**src/rtl/load_issue_queue.sv**
```systemverilog
// ============================================================================
// load_issue_queue : in-order FIFO between AGU load output and load selector.
// Optional zero-latency bypass: LOAD_ISSUE_QUEUE_BYPASS_EN.   Rev 1.0
// ============================================================================
`default_nettype none

package load_issue_queue_pkg;
  typedef struct packed {
    logic [31:0] addr;
    logic        signExtend;
    logic [1:0]  size;
    logic [6:0]  tagDst;
    logic [6:0]  sqN;
    logic        doNotCommit;
    logic        exception;
    logic        isMMIO;
    logic        valid;
  } LD_UOp;
endpackage

module load_issue_queue
  import load_issue_queue_pkg::*;
#(
  parameter int NUM_ENTRIES = 4
) (
  input  logic  clk,
  input  logic  rst,
  input  logic  IN_flush,
  input  LD_UOp IN_uop,
  output logic  OUT_stall,
  output LD_UOp OUT_uop,
  input  logic  IN_stall
);

  localparam int PTR_W = $clog2(NUM_ENTRIES);
  localparam int CNT_W = PTR_W + 1;
  localparam logic [CNT_W-1:0] CNT_FULL = CNT_W'(NUM_ENTRIES);

  LD_UOp            slots_q [NUM_ENTRIES];
  LD_UOp            slots_d [NUM_ENTRIES];
  logic [PTR_W-1:0] head_q, head_d;
  logic [PTR_W-1:0] tail_q, tail_d;
  logic [CNT_W-1:0] count_q, count_d;

  logic empty;
  logic full;
  logic bypass;
  logic enq;
  logic deq;

  always_comb begin
    empty  = (count_q == '0);
    full   = (count_q == CNT_FULL);
    bypass = 1'b0;
`ifdef LOAD_ISSUE_QUEUE_BYPASS_EN
    bypass = empty && IN_uop.valid && !IN_flush && !rst;
`endif

    OUT_stall     = full;
    OUT_uop       = slots_q[head_q];
    OUT_uop.valid = !empty && !IN_flush && !rst;
`ifdef LOAD_ISSUE_QUEUE_BYPASS_EN
    if (bypass) begin
      OUT_uop = IN_uop;
    end
`endif

    // A bypassed uop that is consumed directly never touches storage.
    deq = !empty && !IN_flush && !IN_stall;
    enq = IN_uop.valid && !full && !IN_flush && !(bypass && !IN_stall);

    slots_d = slots_q;
    head_d  = head_q;
    tail_d  = tail_q;
    count_d = count_q + {{PTR_W{1'b0}}, enq} - {{PTR_W{1'b0}}, deq};

    if (enq) begin
      slots_d[tail_q] = IN_uop;
      tail_d          = tail_q + PTR_W'(1);
    end
    if (deq) begin
      head_d = head_q + PTR_W'(1);
    end

    if (IN_flush) begin
      head_d  = '0;
      tail_d  = '0;
      count_d = '0;
    end
  end

  always_ff @(posedge clk) begin
    slots_q <= slots_d;
    if (rst) begin
      head_q  <= '0;
      tail_q  <= '0;
      count_q <= '0;
    end else begin
      head_q  <= head_d;
      tail_q  <= tail_d;
      count_q <= count_d;
    end
  end

endmodule

`default_nettype wire

```
**config.mk**
```make
export PLATFORM = sky130hd
export DESIGN_NAME = load_issue_queue
export DESIGN_NICKNAME = d
export VERILOG_FILES = /design/src/rtl/load_issue_queue.sv
export SDC_FILE = /design/constraint.sdc
export NUM_CORES = 1
export LEC_CHECK = 0
export BUFFER_PORTS_ARGS = -buffer_cell sky130_fd_sc_hd__buf_2
export CELL_PAD_IN_SITES_DETAIL_PLACEMENT = 1
export CELL_PAD_IN_SITES_GLOBAL_PLACEMENT = 1
export CORE_MARGIN = 1.5
export CORE_UTILIZATION = 50
export DETAILED_ROUTE_END_ITERATION = 16
export HOLD_SLACK_MARGIN = 0.1
export PLACE_DENSITY_LB_ADDON = 0.12
export SLEW_MARGIN = 20
export SYNTH_ARGS = -nofsm -noshare
export SYNTH_HDL_FRONTEND = slang
export SYNTH_SLANG_ARGS = --single-unit
```
**constraint.sdc**
```tcl
create_clock -name clk -period 3.5 [get_ports clk]
set_input_delay 0.175 -clock clk [delete_from_list [all_inputs] [get_ports clk]]
set_output_delay 0.175 -clock clk [all_outputs]
set_load 0.05 [all_outputs]
```
* After elaboration in Yosys (flattened, before gate mapping)
Cells that the tools add are included.
** Word-level totals
- Register bits after elaboration :: 219
- Word-level logic and storage cells :: 68
- Output and inout bits :: 54
** Operators by class
- Multiplexer cells :: 6
- $lt $le $gt $ge :: 3
- Reductions and logical operators :: 13
- Bitwise operators :: 2
- Equality and inequality tests :: 1
- $add $sub $neg :: 4
** Operators with widths (count)
- 212-bit bitwise mux :: 1
- 53-bit two-way mux :: 3
- 53-bit binary-select mux with 2-bit select :: 1
- 53-bit demux with 2-bit select :: 1
- 3-bit greater-or-equal comparator (second input constant) :: 2
- 1-bit logical AND :: 6
- 2-bit inverter with 3-bit output :: 2
- 1-bit zero test :: 5
- 2-bit by 1-bit adder with 2-bit output (second input constant) :: 2
- 3-bit by 1-bit adder with 3-bit output :: 1
- 3-bit equality test (second input constant) :: 1
- 3-bit zero test :: 1
- 3-bit by 1-bit less-than comparator with 1-bit output (second input constant) :: 1
- 3-bit by 1-bit subtractor with 3-bit output :: 1
- 2-bit OR reduction :: 1

* Logic depth before layout (Yosys ltp)
Gate-level depths: netlist of the first run.
- Depth in word-level cells :: 6
- Depth in mapped cells :: 12
- Mapped depth without buffers :: 12

* Worst setup path after synthesis of the first run
OpenSTA, ideal clock, no wires.
- Kind :: flip-flop to flip-flop
- Start point :: register count_q[1]
- End point :: register slots_q[100] in the netlist's numbering (enable)
- Period minus slack after synthesis :: 2585 ps
- Path slack :: 915 ps
- Arrival time :: 2170 ps
- Stages on the path, launching flop included :: 5
- Required time :: 3085 ps
- Cells stage by stage :: dfxtp_1 -> or3b_4 -> inv_2 -> nor3_2 -> and2_1
** Between the ends
- Cells in the longest elaborated chain, start to end :: 4
** Ends and longest elaborated chain
- start: declaration :: line 43 : logic [CNT_W-1:0] count_q, count_d;
- start signal: assignment :: line 101 : count_q <= count_d;
- 3-bit equality test :: line 53 : full = (count_q == CNT_FULL);
- net OUT_stall :: line 30 : output logic OUT_stall,
- 1-bit zero test :: line 70 : enq = IN_uop.valid && !full && !IN_flush && !(bypass && !IN_stall);
- 1-bit logical AND (2 in a row) :: line 70
- end signal: assignment :: line 93 : slots_q <= slots_d;
- end: declaration :: line 39 : LD_UOp slots_q [NUM_ENTRIES];
The timed path passes the listed nets, and every way through them passes these cells.
A chain may end at the register's enable or synchronous reset.

* Worst setup path in the final report of the first run
- Start point :: register count_q[1]
- End point :: register count_q[1]
** Between the ends
- Cells in the longest elaborated chain, start to end :: 6
- Elaborated cells between the ends (all ways) :: 10
** Ends and longest elaborated chain
- 3-bit equality test :: line 53
- 1-bit zero test :: line 70
- 1-bit logical AND (2 in a row) :: line 70
- 3-bit by 1-bit adder with 3-bit output :: line 75 : count_d = count_q + {{PTR_W{1'b0}}, enq} - {{PTR_W{1'b0}}, deq};
- 3-bit by 1-bit subtractor with 3-bit output * :: line 75
Every way passes the cells marked *; elsewhere a longest branch is shown, timed or not.

==> run summary, run 1 <==
- finished clean — result of the run
- 0 — max-cap violations
- 323 — Post-Synthesis Cells
- 5.29 — via density per instance
- 0 — final setup fails
- 0.00562 W — PnR Total Power
- 0.00448 W — internal power component
- 0.0157 ns — setup clock skew after layout
- 0 — share of synthesized flip-flops with an asynchronous set or reset
- in2reg — path category of the worst min-delay check
- 111 — number of top-level pins
- 46 — row cnt
- false — RSZ-0062 raised after global routing
- 24.8 µm² — Avg Synthesized Cell Area
- 32 — largest net degree at the start of global routing
- sky130_fd_sc_hd__edfxtp_1 — top_reg_cell synth
- sky130_fd_sc_hd__clkbuf_16 — CTS Root Buffer Type
- 26.6% — relative area change from synthesis to final layout
- 215 — CTS sink cnt
- 554 nW/µm² — total power density per cell area
- 9.10 mm — estimated wirelength of the detail-placed design
- 387 — Mapped Nets
- 5 — largest fanout of any net on the critical path
- 0 — Yosys Warn Count
- 576 — Layout Nets
- 3.18 ns — signal arrival time at the worst endpoint
- 130 µm — Die Y-Extent
- 0.50 ns — clock latency at the later pin of the worst-skew pair
- 0.796 — share of the yosys chip area belonging to registers
- 0.786 — part of the cycle the worst path needs
- 0 — hold violation count in the final report
- 3 — buffer levels on the longest clock path
- 2.75 ns — minimum period implied by the final worst setup slack
- 0.813 ns — slew at the pin closest to its max-slew limit
- sky130_fd_sc_hd__edfxtp_1, sky130_fd_sc_hd__buf_2, sky130_fd_sc_hd__dlygate4sd3_1 — top library cells by usage in the layout, fill and taps aside
- 0 — aggregate global routing overflow
- 0.060 — fraction of power consumed by combinational cells
- 16800 µm² — Die Footprint
- 0.191 — overall fraction of global-route tracks in use
- 0.644 — Util after Layout
- 1 — CTS H-tree depth
- 8020 µm² — cell area after synthesis
- 4 — Pre-antenna DRT Iters
- 0 — number of antenna violations at the first check in global routing
- 0 — ANT nets after route
- 15.5 mm — total routed wirelength
- 0.202 — switching part of the total
- 4369 — via count of the first global-routing pass
- flop — type of origin of the critical path
- 0.428 — Clock power frac
- 0 — DRC errors left
- 169 — first-iteration detailed-routing DRC count
- 215 — total of flip-flops plus latches after synthesis
- 23.8 mm — wire length of the first global-routing pass
- 0 — final-report max-slew violation count
- 0.06 ns — Clk pin slew, worst setup/hold paths
- 20.9 µm — wire per inst
- 208 — number of flops mapped to enable cells by yosys
- 15800 µm² — Core Area
- 3934 — number of vias in the routed layout
- 0.750 — final weighted congestion in routability-driven placement
- 0 ns — setup TNS
- flop — Critical Path Sink Type
- sky130_fd_sc_hd__edfxtp_1 — most common library cell in the layout ignoring fill and taps
- 0.509 — initial cell density of the core
- 110 — number of buffers inserted by port buffering
- 0.512 — Reg power frac
- 23 — TritonCTS Buffers
- 27 — count of cell types in the netlist
- 1338 — final-layout fill cell count
- 0.458 — max-slew headroom at the worst pin
- 0.00114 W — switching pwr
- reg2reg — category of the most critical setup path
- 0.364 GHz — Highest Clock Rate
- 0.000646 V — Peak VDD IR
- 130 µm — Horiz. Die Dim
- done — CTS tree
- 3.47 nW — leakage dissipation
- 3.93 ns — required time worst endpoint
- 0.387 — fraction of final layout cells sized beyond drive strength 1
- 0 — number of diodes
critical path: stages (launching register included):
cell and delay (ns):
sky130_fd_sc_hd__dfxtp_1 0.43, sky130_fd_sc_hd__or3b_4 0.19, sky130_fd_sc_hd__inv_2 0.05, sky130_fd_sc_hd__nor3_2 0.20
sky130_fd_sc_hd__inv_1 0.08, sky130_fd_sc_hd__ha_1 0.30, sky130_fd_sc_hd__inv_1 0.07, sky130_fd_sc_hd__ha_1 0.15
sky130_fd_sc_hd__inv_1 0.05, sky130_fd_sc_hd__fa_1 0.44, sky130_fd_sc_hd__nor3_1 0.17, sky130_fd_sc_hd__dlygate4sd3_1 0.57
registers in the layout, indices dropped and copies added (netlist names):
| register | count |
|---|---|
| count_q | 3 |
| head_q | 2 |
| slots_q | 208 |
| tail_q | 2 |
per-layer routing:
metal | vias to the layer above | part of all wire | global-route usage
li1 | 1748 | - | -
met2 | 109 | 0.54 | 0.345
met5 | - | 0 | 0
met3 | 18 | 0.053 | 0.0409
met1 | 2059 | 0.40 | 0.233
met4 | 0 | 0.013 | 0.0516
cells by family (layout without fill, tap and decap cells):
kind of cell / count (synthesis) / after routing / synth area share
AND/OR/NAND/NOR: 22 / 22 / 0.0162
multiplexers: 53 / 53 / 0.149
XOR/XNOR: 2 / 2 / 0.00218
adder cells (fa/ha/maj): 7 / 7 / 0.0119
buffers and inverters: 19 / 223 / 0.0203
AO/OA/AOI/OAI: 5 / 5 / 0.00421
flip-flops: 215 / 215 / 0.796
cells in the mapped netlist, types with 2 or more instances:
library cell | count | area share
sky130_fd_sc_hd__nor3_1 | 4 | 0.0025
sky130_fd_sc_hd__and2_1 | 6 | 0.0047
sky130_fd_sc_hd__buf_2 | 6 | 0.0037
sky130_fd_sc_hd__nor2_1 | 2 | 0.00094
sky130_fd_sc_hd__o21ai_1 | 2 | 0.0012
sky130_fd_sc_hd__dfxtp_1 | 7 | 0.017
sky130_fd_sc_hd__edfxtp_1 | 208 | 0.78
sky130_fd_sc_hd__nand2_1 | 2 | 0.00094
sky130_fd_sc_hd__or3_1 | 2 | 0.0016
sky130_fd_sc_hd__nand3_1 | 3 | 0.0019
sky130_fd_sc_hd__buf_12 | 4 | 0.010
sky130_fd_sc_hd__xnor2_1 | 2 | 0.0022
sky130_fd_sc_hd__ha_1 | 6 | 0.0094
sky130_fd_sc_hd__mux4_1 | 4 | 0.013
sky130_fd_sc_hd__mux4_2 | 48 | 0.13
sky130_fd_sc_hd__inv_1 | 6 | 0.0028
power groups by stage:
stage / Combinational, W / Clock, W / Sequential [W]
after global placement: 0.000279 / 0 / 0.00293
after global routing: 0.000359 / 0.00254 / 0.00288
after CTS: 0.000339 / 0.00246 / 0.00288
after floorplan: 0.000180 / 0 / 0.00293
after detailed placement: 0.000287 / 0 / 0.00294
final: 0.000336 / 0.00241 / 0.00288
repair_timing:
| action | CTS | global route |
|---|---|---|
| resized for setup | 0 | 0 |
| hold buffers | 58 | 0 |
| buffers inserted | 0 | 0 |
| hold endpoints to repair | 213 | 0 |
| endpoints found under the setup margin | 0 | 0 |
layout make-up:
cell class                 instances  area, µm²  area share
clock inverter                    13        159      0.0156
tap                              216        270      0.0266
multi-input combinational         89       1480       0.145
clock buffer                      27        591      0.0581
inverter                           7       26.3     0.00259
sequential                       215       6390       0.629
timing repair buffer             176       1240       0.122
final timing paths:
path                                 start           to  slack [ns]  depth (start not counted)
worst max-delay path            count_q[1]   count_q[1]        0.75                         11
worst min-delay path            IN_uop[17]  slots_q[70]        0.43                          2
worst max register to register  count_q[1]   count_q[1]        0.75                         11
worst min register to register   tail_q[0]    tail_q[0]        0.55                          2
through the flow:
stage | setup WS [ns] | instances | instance area (µm²) | hold slack, ns
floorplan | 0.915 | 323 | 8020 | 0.246
global placement | 1.20 | 645 | 8830 | 0.383
detailed placement | 1.07 | 645 | 8830 | 0.387
CTS | 0.771 | 743 | 10200 | 0.405
global route | 0.568 | 743 | 10200 | 0.424
finish | 0.751 | 743 | 10200 | 0.434
No activity file was read; power rests on OpenSTA's default activity.
==> inputs of run 2 (changes only) <==
- CORE_UTILIZATION: 50 -> 45
- clock period: 3.5 -> 2.5 ns (I/O delays scaled with it)
==> run summary, run 2 (synthesis results as in run 1) <==
- rst — launch instance of the worst min-delay path, was IN_uop[17]
- 0.728 — final weighted congestion in routability-driven placement, was 0.750
- sky130_fd_sc_hd__edfxtp_1 — most common library cell in the layout ignoring fill and taps, unchanged
- 2.75 ns — signal arrival time at the worst endpoint, was 3.18 ns
- slots_q: 208 flops, count_q: 3 flops — registers with the highest flip-flop counts, unchanged
- flop — type of origin of the critical path, unchanged
- 15.4 mm — total routed wirelength, was 15.5 mm
- 0 — final-report max-slew violation count, unchanged
- 110 — number of buffers inserted by port buffering, unchanged
- 0.49 ns — clock latency at the later pin of the worst-skew pair, was 0.50 ns
- 215 — CTS sink cnt, unchanged
- 0.06 ns — Clk pin slew, worst setup/hold paths, about the same
- count_q[2] — Reg-to-Reg End, was count_q[1]
- 137 µm — Die Y-Extent, was 130 µm
- 0.169 — overall fraction of global-route tracks in use, was 0.191
- 20.4 µm — wire per inst, was 20.9 µm
- 0.422 GHz — Highest Clock Rate, was 0.364 GHz
- 2.88 ns — required time worst endpoint, was 3.93 ns
- 0 — aggregate global routing overflow, unchanged
- 732 nW/µm² — total power density per cell area, was 554 nW/µm²
- 8900 µm² — placed standard-cell area, was 8830 µm²
- 0.462 — initial cell density of the core, was 0.509
- 0 — hold violation count in the final report, unchanged
- 12 — number of cell instances on the worst register-to-register path, was 11
- 0 — max-cap violations, unchanged
- 26.4% — relative area change from synthesis to final layout, was 26.6%
- 0.619 — max-slew headroom at the worst pin, was 0.458
- 1490 µm² — area used by multi-input combinational logic, was 1480 µm²
- count_q[1] — hold path endpoint, was slots_q[70]
- 17400 µm² — Core Area, was 15800 µm²
- reg2reg — category of the most critical setup path, unchanged
- 48 — row cnt, was 46
- 111 — number of top-level pins, unchanged
- 3 — Hold Path Cell Cnt, was 2
- 9.27 mm — estimated wirelength of the detail-placed design, was 9.10 mm
- 23 — TritonCTS Buffers, unchanged
- 0.387 ns — final-layout worst hold slack, was 0.434 ns
- 0 — number of antenna violations at the first check in global routing, unchanged
- 0.948 — part of the cycle the worst path needs, was 0.786
- 5.15 — via density per instance, was 5.29
- slots_q — top register by number of flip-flops, unchanged
- 0.401 — fraction of final layout cells sized beyond drive strength 1, was 0.387
- 0.000462 V — Peak VDD IR, was 0.000646 V
- 6400 µm² — sequential cell area, was 6390 µm²
- 0 — ANT nets after route, unchanged
- 3 — buffer levels on the longest clock path, unchanged
- 3.46 nW — leakage dissipation, was 3.47 nW
- 0 — number of diodes, unchanged
- 36 — largest net degree at the start of global routing, was 32
- sky130_fd_sc_hd__edfxtp_1, sky130_fd_sc_hd__buf_2, sky130_fd_sc_hd__dlygate4sd3_1 — top library cells by usage in the layout, fill and taps aside, unchanged
- 0 — DRC errors left, unchanged
- 137 µm — Horiz. Die Dim, was 130 µm
- 10100 µm² — final std cell area, no fill, was 10200 µm²
- 0.571 ns — slew at the pin closest to its max-slew limit, was 0.813 ns
- 0.00626 ns — setup clock skew after layout, was 0.0157 ns
- 5 — largest fanout of any net on the critical path, unchanged
- 18600 µm² — Die Footprint, was 16800 µm²
- 0 — final setup fails, unchanged
- 0.13 ns — reg-to-reg slack, setup, was 0.75 ns
- flop — Critical Path Sink Type, unchanged
- in2reg — path category of the worst min-delay check, unchanged
- finished clean — result of the run, unchanged
- 2.37 ns — minimum period implied by the final worst setup slack, was 2.75 ns
- 208 — flip-flop count of the largest register after layout, unchanged
- 582 — Layout Nets, was 576
- 1 — CTS H-tree depth, unchanged
- 3881 — number of vias in the routed layout, was 3934
- 163 — first-iteration detailed-routing DRC count, was 169
- sky130_fd_sc_hd__clkbuf_16 — CTS Root Buffer Type, unchanged
- 23.6 mm — wire length of the first global-routing pass, was 23.8 mm
- count_q[1] — reg-to-reg startpoint, unchanged
- 4 — Pre-antenna DRT Iters, unchanged
- done — CTS tree, unchanged
- 4304 — via count of the first global-routing pass, was 4369
- 1518 — final-layout fill cell count, was 1338
==> run 2: how the worst max path moves through the flow <==
stage / startpoint / endpoint / slack [ns]
after global routing: count_q[1] / count_q[2] / -0.001
after CTS: count_q[1] / count_q[2] / 0.07
after detailed placement: count_q[1] / count_q[2] / 0.08
after floorplan: count_q[1] / count_q[2] / 0.07
after global placement: count_q[1] / count_q[2] / 0.16
final: count_q[1] / count_q[2] / 0.13
==> run 2: final cells by class <==
type,instances,area share
Inverter,7,0.00284
Tap cell,225,0.0278
Multi-Input combinational cell,89,0.147
Timing Repair Buffer,182,0.129
Clock inverter,8,0.00346
Sequential cell,215,0.631
Clock buffer,28,0.0586
==> run 2: what timing repair did <==
action / CTS / global route
resized for setup: 0 / 6
endpoints found under the setup margin: 0 / 1
hold buffers: 58 / 0
setup buffers: 0 / 1
hold endpoints to repair: 215 / 0
==> run 2: worst max-delay path, cell delays in order, from the launching register on <==
cell,delay (ns)
sky130_fd_sc_hd__dfxtp_2,0.35
sky130_fd_sc_hd__or3b_4,0.43
sky130_fd_sc_hd__inv_4,0.09
sky130_fd_sc_hd__nor3_4,0.04
sky130_fd_sc_hd__inv_1,0.05
sky130_fd_sc_hd__ha_1,0.22
sky130_fd_sc_hd__inv_1,0.06
sky130_fd_sc_hd__ha_1,0.13
sky130_fd_sc_hd__inv_1,0.05
sky130_fd_sc_hd__fa_1,0.40
sky130_fd_sc_hd__xnor2_2,0.16
sky130_fd_sc_hd__xnor2_1,0.12
sky130_fd_sc_hd__and2_1,0.15
==> run 2: through the flow <==
stage / power (W) / utilization / setup slack, ns / std cells / setup TNS (ns)
3_5_place_dp: 0.00452 / 0.513 / 0.0773 / 659 / 0
3_3_place_gp: 0.00450 / 0.513 / 0.163 / 659 / 0
5_1_grt: 0.00765 / 0.584 / -0.00102 / 754 / -0.00102
4_1_cts: 0.00750 / 0.582 / 0.0738 / 753 / 0
2_1_floorplan: 0.00436 / - / 0.0706 / 323 / 0
6_report: 0.00742 / 0.584 / 0.130 / 754 / 0
==> run 2: metal layers <==
| layer | wire length [µm] | vias up | GRT usage |
|---|---|---|---|
| met5 | 0 | - | 0 |
| met4 | 274 | 0 | 0.0461 |
| met3 | 743 | 21 | 0.0293 |
| met2 | 7780 | 98 | 0.290 |
| met1 | 6570 | 2004 | 0.226 |
| li1 | - | 1758 | - |
==> run 2: where the power goes <==
part,switching (W),total [W],internal [W]
Sequential,0.0000163,0.00403,0.00402
Combinational,0.000296,0.000481,0.000186
Clock,0.00124,0.00291,0.00166
Total,0.00155,0.00742,0.00587
==> inputs of run 3 (changes only) <==
- ABC_CLOCK_PERIOD_IN_PS: unset -> 2500
- RECOVER_POWER: unset -> 50
==> run summary, run 3 (synthesis results as in run 1) <==
- finished clean — result of the run, unchanged
- or3b_4 > inv_4 > nor3_4 > inv_1 > ha_1 > inv_1 > ha_1 > inv_1 > fa_1 > xnor2_2 > xnor2_1 > and2_1 — crit-path cells, unchanged
- 0.130 ns — worst setup slack after layout, about the same
- adder cells — critical path's top delay family, unchanged
- 137 µm — Die Y-Extent, unchanged
- 5.13 — via density per instance, was 5.15
- 5 — largest fanout of any net on the critical path, unchanged
- 0.590 ns — slew at the pin closest to its max-slew limit, was 0.571 ns
- sky130_fd_sc_hd__edfxtp_1 — most common library cell in the layout ignoring fill and taps, unchanged
- 3.30 nW — leakage dissipation, was 3.46 nW
- sky130_fd_sc_hd__or3b_4 — cell with the biggest individual delay on the critical path, unchanged
- 137 µm — Horiz. Die Dim, unchanged
- 0.578 — Util after Layout, was 0.584
- 0.43 ns — maximum cell stage delay along the critical path, about the same
- 0 — max-cap violations, unchanged
- 17400 µm² — Core Area, unchanged
- 48 — row cnt, unchanged
- 0.00611 ns — setup clock skew after layout, was 0.00626 ns
- 111 — number of top-level pins, unchanged
- 0.422 GHz — Highest Clock Rate, about the same
- 0.0773 ns — worst slack at placement, unchanged
- 25.2% — relative area change from synthesis to final layout, was 26.4%
- 737 nW/µm² — total power density per cell area, was 732 nW/µm²
- 0 — ANT nets after route, unchanged
- 0.00740 W — PnR Total Power, was 0.00742 W
- 23.6 mm — wire length of the first global-routing pass, unchanged
- 0.608 — max-slew headroom at the worst pin, was 0.619
- 3 — buffer levels on the longest clock path, unchanged
- 15.3 mm — total routed wirelength, was 15.4 mm
- sky130_fd_sc_hd__inv_1 — cell repeated most along the worst path, unchanged
- 4 — Pre-antenna DRT Iters, unchanged
- sky130_fd_sc_hd__edfxtp_1, sky130_fd_sc_hd__clkbuf_1, sky130_fd_sc_hd__dlygate4sd3_1 — top library cells by usage in the layout, fill and taps aside, was sky130_fd_sc_hd__edfxtp_1, sky130_fd_sc_hd__buf_2, sky130_fd_sc_hd__dlygate4sd3_1
- 0 — DRC errors left, unchanged
- flop — Critical Path Sink Type, unchanged
- 23 — TritonCTS Buffers, unchanged
- 1 — CTS H-tree depth, unchanged
- 0.169 — overall fraction of global-route tracks in use, unchanged
- sky130_fd_sc_hd__clkbuf_16 — CTS Root Buffer Type, unchanged
- count_q[1] — reg-to-reg startpoint, unchanged
- 4304 — via count of the first global-routing pass, unchanged
- 0.948 — part of the cycle the worst path needs, about the same
- 0 — hold violation count in the final report, unchanged
- 208 — flip-flop count of the largest register after layout, unchanged
- slots_q — top register by number of flip-flops, unchanged
- 4 — buffers plus inverters on the worst setup path, unchanged
- 0 — final-report max-slew violation count, unchanged
- 2.88 ns — required time worst endpoint, about the same
- reg2reg — category of the most critical setup path, unchanged
- 110 — number of buffers inserted by port buffering, unchanged
- 0.49 ns — clock latency at the later pin of the worst-skew pair, about the same
- 0 — number of diodes, unchanged
- 167 — first-iteration detailed-routing DRC count, was 163
- flop — type of origin of the critical path, unchanged
- in2reg — path category of the worst min-delay check, unchanged
- 0 — aggregate global routing overflow, unchanged
- done — CTS tree, unchanged
- slots_q: 208 flops, count_q: 3 flops — registers with the highest flip-flop counts, unchanged
- 3867 — number of vias in the routed layout, was 3881
- rst — launch instance of the worst min-delay path, unchanged
- 20.3 µm — wire per inst, was 20.4 µm
- 215 — CTS sink cnt, unchanged
- count_q[1] — launching instance or port of the critical path, unchanged
- 582 — Layout Nets, unchanged
- 2.75 ns — signal arrival time at the worst endpoint, about the same
- 0.06 ns — Clk pin slew, worst setup/hold paths, about the same
- 0.000465 V — Peak VDD IR, was 0.000462 V
- 0 — final setup fails, unchanged
- 0.728 — final weighted congestion in routability-driven placement, unchanged
- 0 — number of antenna violations at the first check in global routing, unchanged
- 9.27 mm — estimated wirelength of the detail-placed design, unchanged
- 18600 µm² — Die Footprint, unchanged
- 2.37 ns — minimum period implied by the final worst setup slack, about the same
- 36 — largest net degree at the start of global routing, unchanged
- 0.297 — fraction of final layout cells sized beyond drive strength 1, was 0.401
- 0.462 — initial cell density of the core, unchanged
run 3: report_power, final:
part           switching, W  internal [W]  leakage (nW)  total (W)
Combinational      0.000295      0.000168          1.04   0.000463
Clock               0.00124       0.00166         0.311    0.00290
Sequential        0.0000163       0.00402          1.95    0.00403
run 3: layout make-up:
cell class,instances,area (µm²)
fill,1541,7320
sequential,215,6400
multi-input combinational,89,1490
timing repair buffer,182,1210
clock buffer,28,594
tap,225,282
clock inverter,8,35.0
inverter,7,28.8
run 3: worst min-delay path: cells and delay by family:
| kind | cells | cell delay [ns] |
|---|---|---|
| buf+inv | 2 | 0.66 |
| simple gates | 1 | 0.06 |
run 3: per-layer routing:
metal	part of all wire	track usage	up-vias
li1	-	-	1761
met1	0.43	0.226	1992
met3	0.045	0.0293	21
met2	0.51	0.290	93
met4	0.018	0.0461	0
met5	0	0	-
run 3: what timing repair did:
item                                    4_1_cts  5_1_grt
hold buffers                                 58        0
gates resized for setup                       0        6
hold endpoints to repair                    215        0
endpoints found under the setup margin        0        1
setup buffers                                 0        1
run 3: worst paths after layout:
check	to	slack [ns]	depth (start not counted)
worst max register to register	count_q[2]	0.13	12
worst max-delay path	count_q[2]	0.13	12
worst min-delay path	count_q[1]	0.39	3
worst min register to register	tail_q[0]	0.56	2
run 3: per-stage QoR:
| stage | hold slack (ns) | cell area (µm²) | TNS [ns] | cells |
|---|---|---|---|---|
| 4_1_cts | 0.369 | 10100 | 0 | 753 |
| 2_1_floorplan | 0.196 | 8030 | 0 | 323 |
| 3_3_place_gp | 0.336 | 8900 | 0 | 659 |
| 3_5_place_dp | 0.345 | 8900 | 0 | 659 |
| 6_report | 0.387 | 10000 | 0 | 754 |
| 5_1_grt | 0.380 | 10000 | -0.000751 | 754 |
